--- src/rtl/graphics_pkg.sv ---
// Shared graphics definitions: FP32 field constants, the vertex reader state
// encoding, default viewport size, result RAM depth and a saturation helper.
package graphics_pkg;

  localparam int EXP_BIAS      = 127;
  localparam int MANT_W        = 23;
  localparam int DEF_SCREEN_W  = 640;
  localparam int DEF_SCREEN_H  = 480;
  localparam int RESULT_DEPTH  = 128;

  typedef enum logic [2:0] {
    S_IDLE,
    S_ISSUE,
    S_WAIT,
    S_CAPTURE,
    S_CONVERT,
    S_EMIT
  } state_t;

  // Clamp an 18-bit signed pixel coordinate into the 16-bit output range.
  function automatic logic signed [15:0] sat16(input logic signed [17:0] v);
    if (v > 18'sd32767)  return 16'sh7FFF;
    if (v < -18'sd32768) return 16'sh8000;
    return $signed(v[15:0]);
  endfunction

endpackage

--- src/rtl/fp32_to_fixed.sv ---
// Combinational IEEE-754 single to saturated 16-bit signed integer, scaled by
// 2^SCALE_SHIFT. Denormals flush to zero; Inf/NaN and out-of-range magnitudes
// saturate and raise ovf.
module fp32_to_fixed
  import graphics_pkg::*;
#(
  parameter int SCALE_SHIFT = 8
) (
  input  logic [31:0]        f,
  output logic signed [15:0] val,
  output logic               ovf
);

  logic        sgn;
  logic [7:0]  ex;
  logic [22:0] man;
  int          sh;
  logic [31:0] mag;

  assign sgn = f[31];
  assign ex  = f[30:23];
  assign man = f[22:0];

  // The hidden-one mantissa is already >= 2^23, so any non-negative shift
  // overflows 16 bits; only right shifts ever produce an in-range magnitude.
  always_comb begin
    sh  = int'(ex) - EXP_BIAS - MANT_W + SCALE_SHIFT;
    mag = '0;
    val = '0;
    ovf = 1'b0;
    if (sh < 0) mag = {8'd0, 1'b1, man} >> (-sh);
    if (ex == 8'd0) begin
      val = '0;
    end else if (ex == 8'hFF || sh >= 0 || mag > 32'd32767) begin
      ovf = 1'b1;
      val = sgn ? 16'sh8000 : 16'sh7FFF;
    end else begin
      val = sgn ? -$signed(mag[15:0]) : $signed(mag[15:0]);
    end
  end

endmodule

--- src/rtl/mvp_vertex_reader.sv ---
// Drains x,y,z float triples from the MVP result RAM, maps x,y to viewport
// pixels, flags clipped vertices and hands them out over valid/ready.
// Build option: CLIP_REJECT_EN drops clipped vertices from the stream; a
// one-vertex hold is used so v_last can land on the last surviving vertex.
module mvp_vertex_reader
  import graphics_pkg::*;
#(
  parameter int SCREEN_W    = DEF_SCREEN_W,
  parameter int SCREEN_H    = DEF_SCREEN_H,
  parameter int SCALE_SHIFT = 8,
  parameter int RD_LAT      = 2,
  parameter int MAX_VERTS   = RESULT_DEPTH / 3
) (
  input  logic        clock,
  input  logic        reset,
  input  logic        start,
  input  logic [31:0] count,
  output logic        done,
  output logic [31:0] result_addr,
  input  logic [31:0] result_data,
  output logic        v_valid,
  input  logic        v_ready,
  output logic [15:0] v_x,
  output logic [15:0] v_y,
  output logic [31:0] v_z,
  output logic        v_clip,
  output logic        v_last
);

  state_t             state_q, state_d;
  logic [5:0]         n_q, n_d, idx_q, idx_d;
  logic [1:0]         comp_q, comp_d;
  logic [3:0]         wcnt_q, wcnt_d;
  logic [31:0]        x_q, x_d, y_q, y_d, z_q, z_d;
  logic signed [15:0] vx_q, vx_d, vy_q, vy_d;
  logic [31:0]        vz_q, vz_d;
  logic               clip_q, clip_d, last_q, last_d;
`ifdef CLIP_REJECT_EN
  logic               pend_q, pend_d;
  logic signed [15:0] hx_q, hx_d, hy_q, hy_d;
  logic [31:0]        hz_q, hz_d;
`endif

  logic signed [15:0] ix, iy, sx, sy;
  logic               ox, oy, cclip, is_last;
  logic signed [17:0] px, py;

  fp32_to_fixed #(.SCALE_SHIFT(SCALE_SHIFT)) u_cvt_x (.f(x_q), .val(ix), .ovf(ox));
  fp32_to_fixed #(.SCALE_SHIFT(SCALE_SHIFT)) u_cvt_y (.f(y_q), .val(iy), .ovf(oy));

  // Viewport mapping (y flipped) and clip classification of the captured vertex.
  always_comb begin
    px      = 18'(SCREEN_W / 2) + 18'(ix);
    py      = 18'(SCREEN_H / 2) - 18'(iy);
    sx      = sat16(px);
    sy      = sat16(py);
    cclip   = ox | oy | z_q[31] | (sx < 0) | (int'(sx) >= SCREEN_W) |
              (sy < 0) | (int'(sy) >= SCREEN_H);
    is_last = (idx_q == n_q - 6'd1);
  end

  assign result_addr = 32'(idx_q) * 32'd3 + 32'(comp_q);
  assign done        = (state_q == S_IDLE);
  assign v_valid     = (state_q == S_EMIT);
  assign v_x         = vx_q;
  assign v_y         = vy_q;
  assign v_z         = vz_q;
  assign v_clip      = clip_q;
  assign v_last      = last_q;

  // Next-state and datapath control.
  always_comb begin
    state_d = state_q;
    n_d     = n_q;
    idx_d   = idx_q;
    comp_d  = comp_q;
    wcnt_d  = wcnt_q;
    x_d     = x_q;
    y_d     = y_q;
    z_d     = z_q;
    vx_d    = vx_q;
    vy_d    = vy_q;
    vz_d    = vz_q;
    clip_d  = clip_q;
    last_d  = last_q;
`ifdef CLIP_REJECT_EN
    pend_d  = pend_q;
    hx_d    = hx_q;
    hy_d    = hy_q;
    hz_d    = hz_q;
`endif
    case (state_q)
      S_IDLE: if (start) begin
        n_d    = (count > 32'(MAX_VERTS)) ? 6'(MAX_VERTS) : count[5:0];
        idx_d  = '0;
        comp_d = '0;
`ifdef CLIP_REJECT_EN
        pend_d = 1'b0;
`endif
        if (n_d != 6'd0) state_d = S_ISSUE;
      end
      S_ISSUE: begin
        wcnt_d  = '0;
        state_d = S_WAIT;
      end
      S_WAIT: begin
        if (wcnt_q == 4'(RD_LAT - 1)) state_d = S_CAPTURE;
        else                          wcnt_d  = wcnt_q + 4'd1;
      end
      S_CAPTURE: begin
        case (comp_q)
          2'd0:    begin x_d = result_data; comp_d = 2'd1; state_d = S_ISSUE; end
          2'd1:    begin y_d = result_data; comp_d = 2'd2; state_d = S_ISSUE; end
          default: begin z_d = result_data; comp_d = 2'd0; state_d = S_CONVERT; end
        endcase
      end
`ifndef CLIP_REJECT_EN
      S_CONVERT: begin
        vx_d    = sx;
        vy_d    = sy;
        vz_d    = z_q;
        clip_d  = cclip;
        last_d  = is_last;
        state_d = S_EMIT;
      end
      S_EMIT: if (v_ready) begin
        if (last_q) state_d = S_IDLE;
        else begin
          idx_d   = idx_q + 6'd1;
          state_d = S_ISSUE;
        end
      end
`else
      // A surviving vertex waits in the output regs until the next survivor
      // (or batch end) is known; a later survivor parks in the h* regs.
      S_CONVERT: begin
        if (cclip) begin
          if (!is_last) begin
            idx_d   = idx_q + 6'd1;
            state_d = S_ISSUE;
          end else if (pend_q) begin
            last_d  = 1'b1;
            state_d = S_EMIT;
          end else begin
            state_d = S_IDLE;
          end
        end else if (pend_q) begin
          hx_d    = sx;
          hy_d    = sy;
          hz_d    = z_q;
          last_d  = 1'b0;
          state_d = S_EMIT;
        end else begin
          vx_d   = sx;
          vy_d   = sy;
          vz_d   = z_q;
          pend_d = 1'b1;
          if (is_last) begin
            last_d  = 1'b1;
            state_d = S_EMIT;
          end else begin
            idx_d   = idx_q + 6'd1;
            state_d = S_ISSUE;
          end
        end
      end
      S_EMIT: if (v_ready) begin
        if (last_q) begin
          pend_d  = 1'b0;
          state_d = S_IDLE;
        end else begin
          vx_d = hx_q;
          vy_d = hy_q;
          vz_d = hz_q;
          if (is_last) last_d = 1'b1;
          else begin
            idx_d   = idx_q + 6'd1;
            state_d = S_ISSUE;
          end
        end
      end
`endif
      default: state_d = S_IDLE;
    endcase
  end

  // State and datapath registers, synchronous active-high reset.
  always_ff @(posedge clock) begin
    if (reset) begin
      state_q <= S_IDLE;
      n_q     <= '0;
      idx_q   <= '0;
      comp_q  <= '0;
      wcnt_q  <= '0;
      x_q     <= '0;
      y_q     <= '0;
      z_q     <= '0;
      vx_q    <= '0;
      vy_q    <= '0;
      vz_q    <= '0;
      clip_q  <= 1'b0;
      last_q  <= 1'b0;
`ifdef CLIP_REJECT_EN
      pend_q  <= 1'b0;
      hx_q    <= '0;
      hy_q    <= '0;
      hz_q    <= '0;
`endif
    end else begin
      state_q <= state_d;
      n_q     <= n_d;
      idx_q   <= idx_d;
      comp_q  <= comp_d;
      wcnt_q  <= wcnt_d;
      x_q     <= x_d;
      y_q     <= y_d;
      z_q     <= z_d;
      vx_q    <= vx_d;
      vy_q    <= vy_d;
      vz_q    <= vz_d;
      clip_q  <= clip_d;
      last_q  <= last_d;
`ifdef CLIP_REJECT_EN
      pend_q  <= pend_d;
      hx_q    <= hx_d;
      hy_q    <= hy_d;
      hz_q    <= hz_d;
`endif
    end
  end

endmodule
--- config.mk ---
export PLATFORM = sky130hd
export DESIGN_NAME = mvp_vertex_reader
export DESIGN_NICKNAME = d
export VERILOG_FILES = /design/src/rtl/graphics_pkg.sv /design/src/rtl/fp32_to_fixed.sv /design/src/rtl/mvp_vertex_reader.sv
export SDC_FILE = /design/constraint.sdc
export NUM_CORES = 1
export LEC_CHECK = 0
export CELL_PAD_IN_SITES_DETAIL_PLACEMENT = 2
export CELL_PAD_IN_SITES_GLOBAL_PLACEMENT = 2
export CORE_MARGIN = 2
export CORE_UTILIZATION = 35
export DETAILED_ROUTE_END_ITERATION = 8
export DONT_BUFFER_PORTS = 1
export HOLD_SLACK_MARGIN = 0.06
export MAX_ROUTING_LAYER = met4
export PLACE_DENSITY_LB_ADDON = 0.1
export SYNTH_ARGS = -nofsm -noshare
export SYNTH_HDL_FRONTEND = slang
export SYNTH_HIERARCHICAL = 1
export SYNTH_SLANG_ARGS = --single-unit
--- constraint.sdc ---
create_clock -name clock -period 7.1 [get_ports clock]
set_input_delay 2.13 -clock clock [delete_from_list [all_inputs] [get_ports clock]]
set_output_delay 2.13 -clock clock [all_outputs]
set_load 0.02 [all_outputs]
==> impl_metrics.tcl <==
set metrics [dict create \
    io_pins 168 \
    setup_viol 0 \
    grt_pass1_vias 14300 \
    die_width_um 206 \
    cts_buffers 17 \
    post_dp_cell_area_um2 14800 \
    hold_buffers 0 \
    synth-adder-area-share_pct 3.95 \
    slew_violations 0 \
    syn_inst 1845 \
    synth_warnings 6 \
    total_power_w 0.00265 \
    fin_nets 1914 \
    most-common-layout-cells "nand2_1, a21oi_1, dfxtp_1" \
    cts_root_buf "clkbuf_16" \
    crit_arrival_ns 7.01 \
    peakVddDrop_v 0.000208 \
    ys_types 93 \
    synth_area_um2 14300 \
    gp_congestion 0.863 \
    crit_type "flip-flop to flip-flop" \
    p_leak_nw 5.61 \
    tns_ns 0 \
    synthToLayoutAreaGrowth_pct 10.8 \
    synth_top_family_by_area "simple AND/OR/NAND/NOR gates" \
    dieArea_um2 42500 \
    finalCriticalPeriod_ns 6.66 \
    start_util_pct 35.2 \
    hold_class "flip-flop to flip-flop" \
    die_h_um 206 \
    stdcell_area_um2 15900 \
    run_status "finished, final reports clean" \
    ctsLongestPathBuffers 2 \
    drtPass1Iterations 5 \
    drive_above_1_share_pct 14.3 \
    drc_errors 0 \
    synth_compound_area_share_pct 20.3 \
    max_slew_margin_pct 32.5 \
    seq_area_frac_synth_pct 25.6 \
    synthXorXnorAreaFrac_pct 4.53 \
    final_common_cell "nand2_1" \
    hold_viol_final 0 \
    fmax_mhz 150 \
    drt_wl_total_mm 51.9 \
    nFillCells 4649 \
    wl_per_cell_um 22.1 \
    antennaDiodeCount 0 \
    async_flop_share_pct 0 \
    synth-edff-count 0 \
    cp_max_fo 14 \
    core_area_um2 40600 \
    cts.sink_count 183 \
    power_density_nw_per_um2 167 \
    ctsHtreeMaxLevel 4 \
    avgSynthCellArea_um2 7.76 \
    antenna_found_initial 0 \
    cts_tree "built" \
    drtAntennaViolNets 0 \
    clk_pin_slew_ns 0.08 \
    max_cap_viol_count 0 \
    ys_ff_latch 183 \
    worstSkewPairLatency_ns 0.46 \
    grt.total_usage_pct 24.8 \
    skew_ns 0.0173 \
    vias 13600 \
    period_share_pct 93.9 \
    grt-ovfl-total 0 \
    synth-simple-area-share_pct 25.6 \
    port_buffers 0 \
    worst-slew-pin-transition_ns 1.00 \
    rows 74 \
    ys.flop_type "dfxtp_1" \
    crit_required_ns 7.45 \
    dp_hpwl_mm 38.7 \
    viasPerCell 5.80 \
    endpoint_kind "flip-flop" \
    synth_mux_area_share_pct 13.6 \
    grt_max_degree 182 \
    drt_iter0_markers 524 \
    worst_setup_path_start_kind "flip-flop" \
    grt_pass1_wl_mm 80.9 \
]
-- area by class of cell --
| class | count | area [um^2] | share of cell area, % |
|---|---|---|---|
| clock buffer | 17 | 425 | 2.68 |
| timing repair buffer | 66 | 524 | 3.30 |
| sequential | 183 | 3680 | 23.2 |
| tap | 532 | 666 | 4.19 |
| multi-input combinational | 1488 | 10200 | 64.4 |
| clock inverter | 15 | 186 | 1.17 |
| inverter | 46 | 173 | 1.09 |
-- state kept, by name (all words and copies together) (netlist names), 6 cells and up --
| register | flops |
|---|---|
| v_y | 16 |
| x_q | 32 |
| v_z | 32 |
| z_q | 32 |
| idx_q | 6 |
| y_q | 32 |
| n_q | 6 |
| v_x | 16 |
-- through the flow --
stage	util (%)	hold slack (ns)	setup slack, ns	std cells
floorplan	-	0.432	0.00842	1868
global placement	36.5	0.440	0.286	2302
detailed placement	36.5	0.450	-0.0927	2302
CTS	38.1	0.463	0.0166	2336
global route	39.0	0.481	-0.0774	2347
finish	39.0	0.460	0.435	2347
-- report_power, final --
part | total, W | switching [W] | internal, W
logic | 0.000544 | 0.000341 | 0.000203
clock network | 0.00100 | 0.000496 | 0.000508
registers | 0.00110 | 0.0000514 | 0.00105
-- synth_stat cells, types with 6 or more instances --
| master | instances | share of area [%] |
|---|---|---|
| nand2_1 | 350 | 9.2 |
| a21oi_1 | 187 | 6.5 |
| dfxtp_1 | 183 | 26 |
| mux2i_1 | 116 | 8.1 |
| nor2_1 | 109 | 2.9 |
| clkbuf_1 | 77 | 2.0 |
| o21ai_0 | 56 | 2.0 |
| nand3_1 | 49 | 1.7 |
| nor3_1 | 46 | 1.6 |
| ha_1 | 42 | 3.7 |
| inv_1 | 42 | 1.1 |
| buf_2 | 41 | 1.4 |
| xnor2_1 | 34 | 2.1 |
| buf_4 | 32 | 1.7 |
| mux4_2 | 30 | 4.7 |
| xor2_1 | 29 | 1.8 |
| a31oi_1 | 23 | 1.0 |
| and3_1 | 22 | 0.96 |
| nand4_1 | 22 | 0.96 |
| nand3b_1 | 19 | 1.0 |
| a211oi_1 | 18 | 0.94 |
| nor4_1 | 16 | 0.70 |
| a21o_1 | 15 | 0.79 |
| nor2b_1 | 14 | 0.61 |
| nor3b_1 | 13 | 0.68 |
| nand2b_1 | 11 | 0.48 |
| o31ai_1 | 10 | 0.52 |
| and2_1 | 9 | 0.39 |
| or2_2 | 9 | 0.39 |
| or4_1 | 9 | 0.47 |
| a211o_1 | 8 | 0.49 |
| mux2_2 | 8 | 0.63 |
| o21a_1 | 8 | 0.42 |
| or3_1 | 8 | 0.35 |
| o311ai_0 | 7 | 0.43 |
| a22oi_1 | 6 | 0.31 |
| a31o_2 | 6 | 0.37 |
| nand4b_1 | 6 | 0.37 |
| nor4b_1 | 6 | 0.37 |
| xnor2_2 | 6 | 0.68 |
-- final timing paths --
path            from     end  slack, ns  depth (start not counted)
max          y_q[23]  v_clip       0.44                         25
min           z_q[7]  z_q[7]       0.46                          2
min reg2reg   z_q[7]  z_q[7]       0.46                          2
max reg2reg  y_q[23]  v_clip       0.44                         25
-- critical path: stages (launching register included) --
cell and delay (ns):
dfxtp_4 0.44, inv_1 0.10, ha_1 0.36, nor2b_4 0.21, nand3_2 0.14, xnor2_1 0.16, a31o_2 0.20, and4_2 0.30
inv_1 0.06, ha_1 0.22, nor4bb_4 0.32, and3_2 0.27, nand3_1 0.13, a2111oi_4 0.36, a41oi_1 0.14, o31a_2 0.47
inv_2 0.13, buf_4 0.21, a2111o_1 0.13, a31oi_1 0.12, or4_4 0.58, or4_4 0.45, nor2_2 0.14, o2111ai_1 0.10
or4b_1 0.47, o31a_1 0.30
-- kinds of logic (layout without fill, tap and decap cells) --
| group | Yosys count | in the layout |
|---|---|---|
| mux | 156 | 156 |
| other cells | 1 | 24 |
| buf+inv | 197 | 144 |
| xor+xnor | 69 | 69 |
| flops | 183 | 183 |
| fa+ha+maj | 44 | 44 |
| compound gates | 442 | 442 |
| simple gates | 753 | 753 |
-- per-layer routing --
layer | up-vias | global-route usage, % | wire length [um]
li1 | 6521 | - | -
met3 | 33 | 4.94 | 2440
met1 | 6813 | 30.8 | 23500
met2 | 242 | 41.9 | 25500
met4 | 0 | 4.82 | 529
met5 | - | - | 0
-- repair_timing --
action / CTS / global route
resized for setup: 9 / 54
buffers inserted: 2 / 11
endpoints found under the setup margin: 20 / 30
pin swaps: 2 / 6
hold endpoints to repair: 0 / 0
No activity file was read; power rests on OpenSTA's default activity.
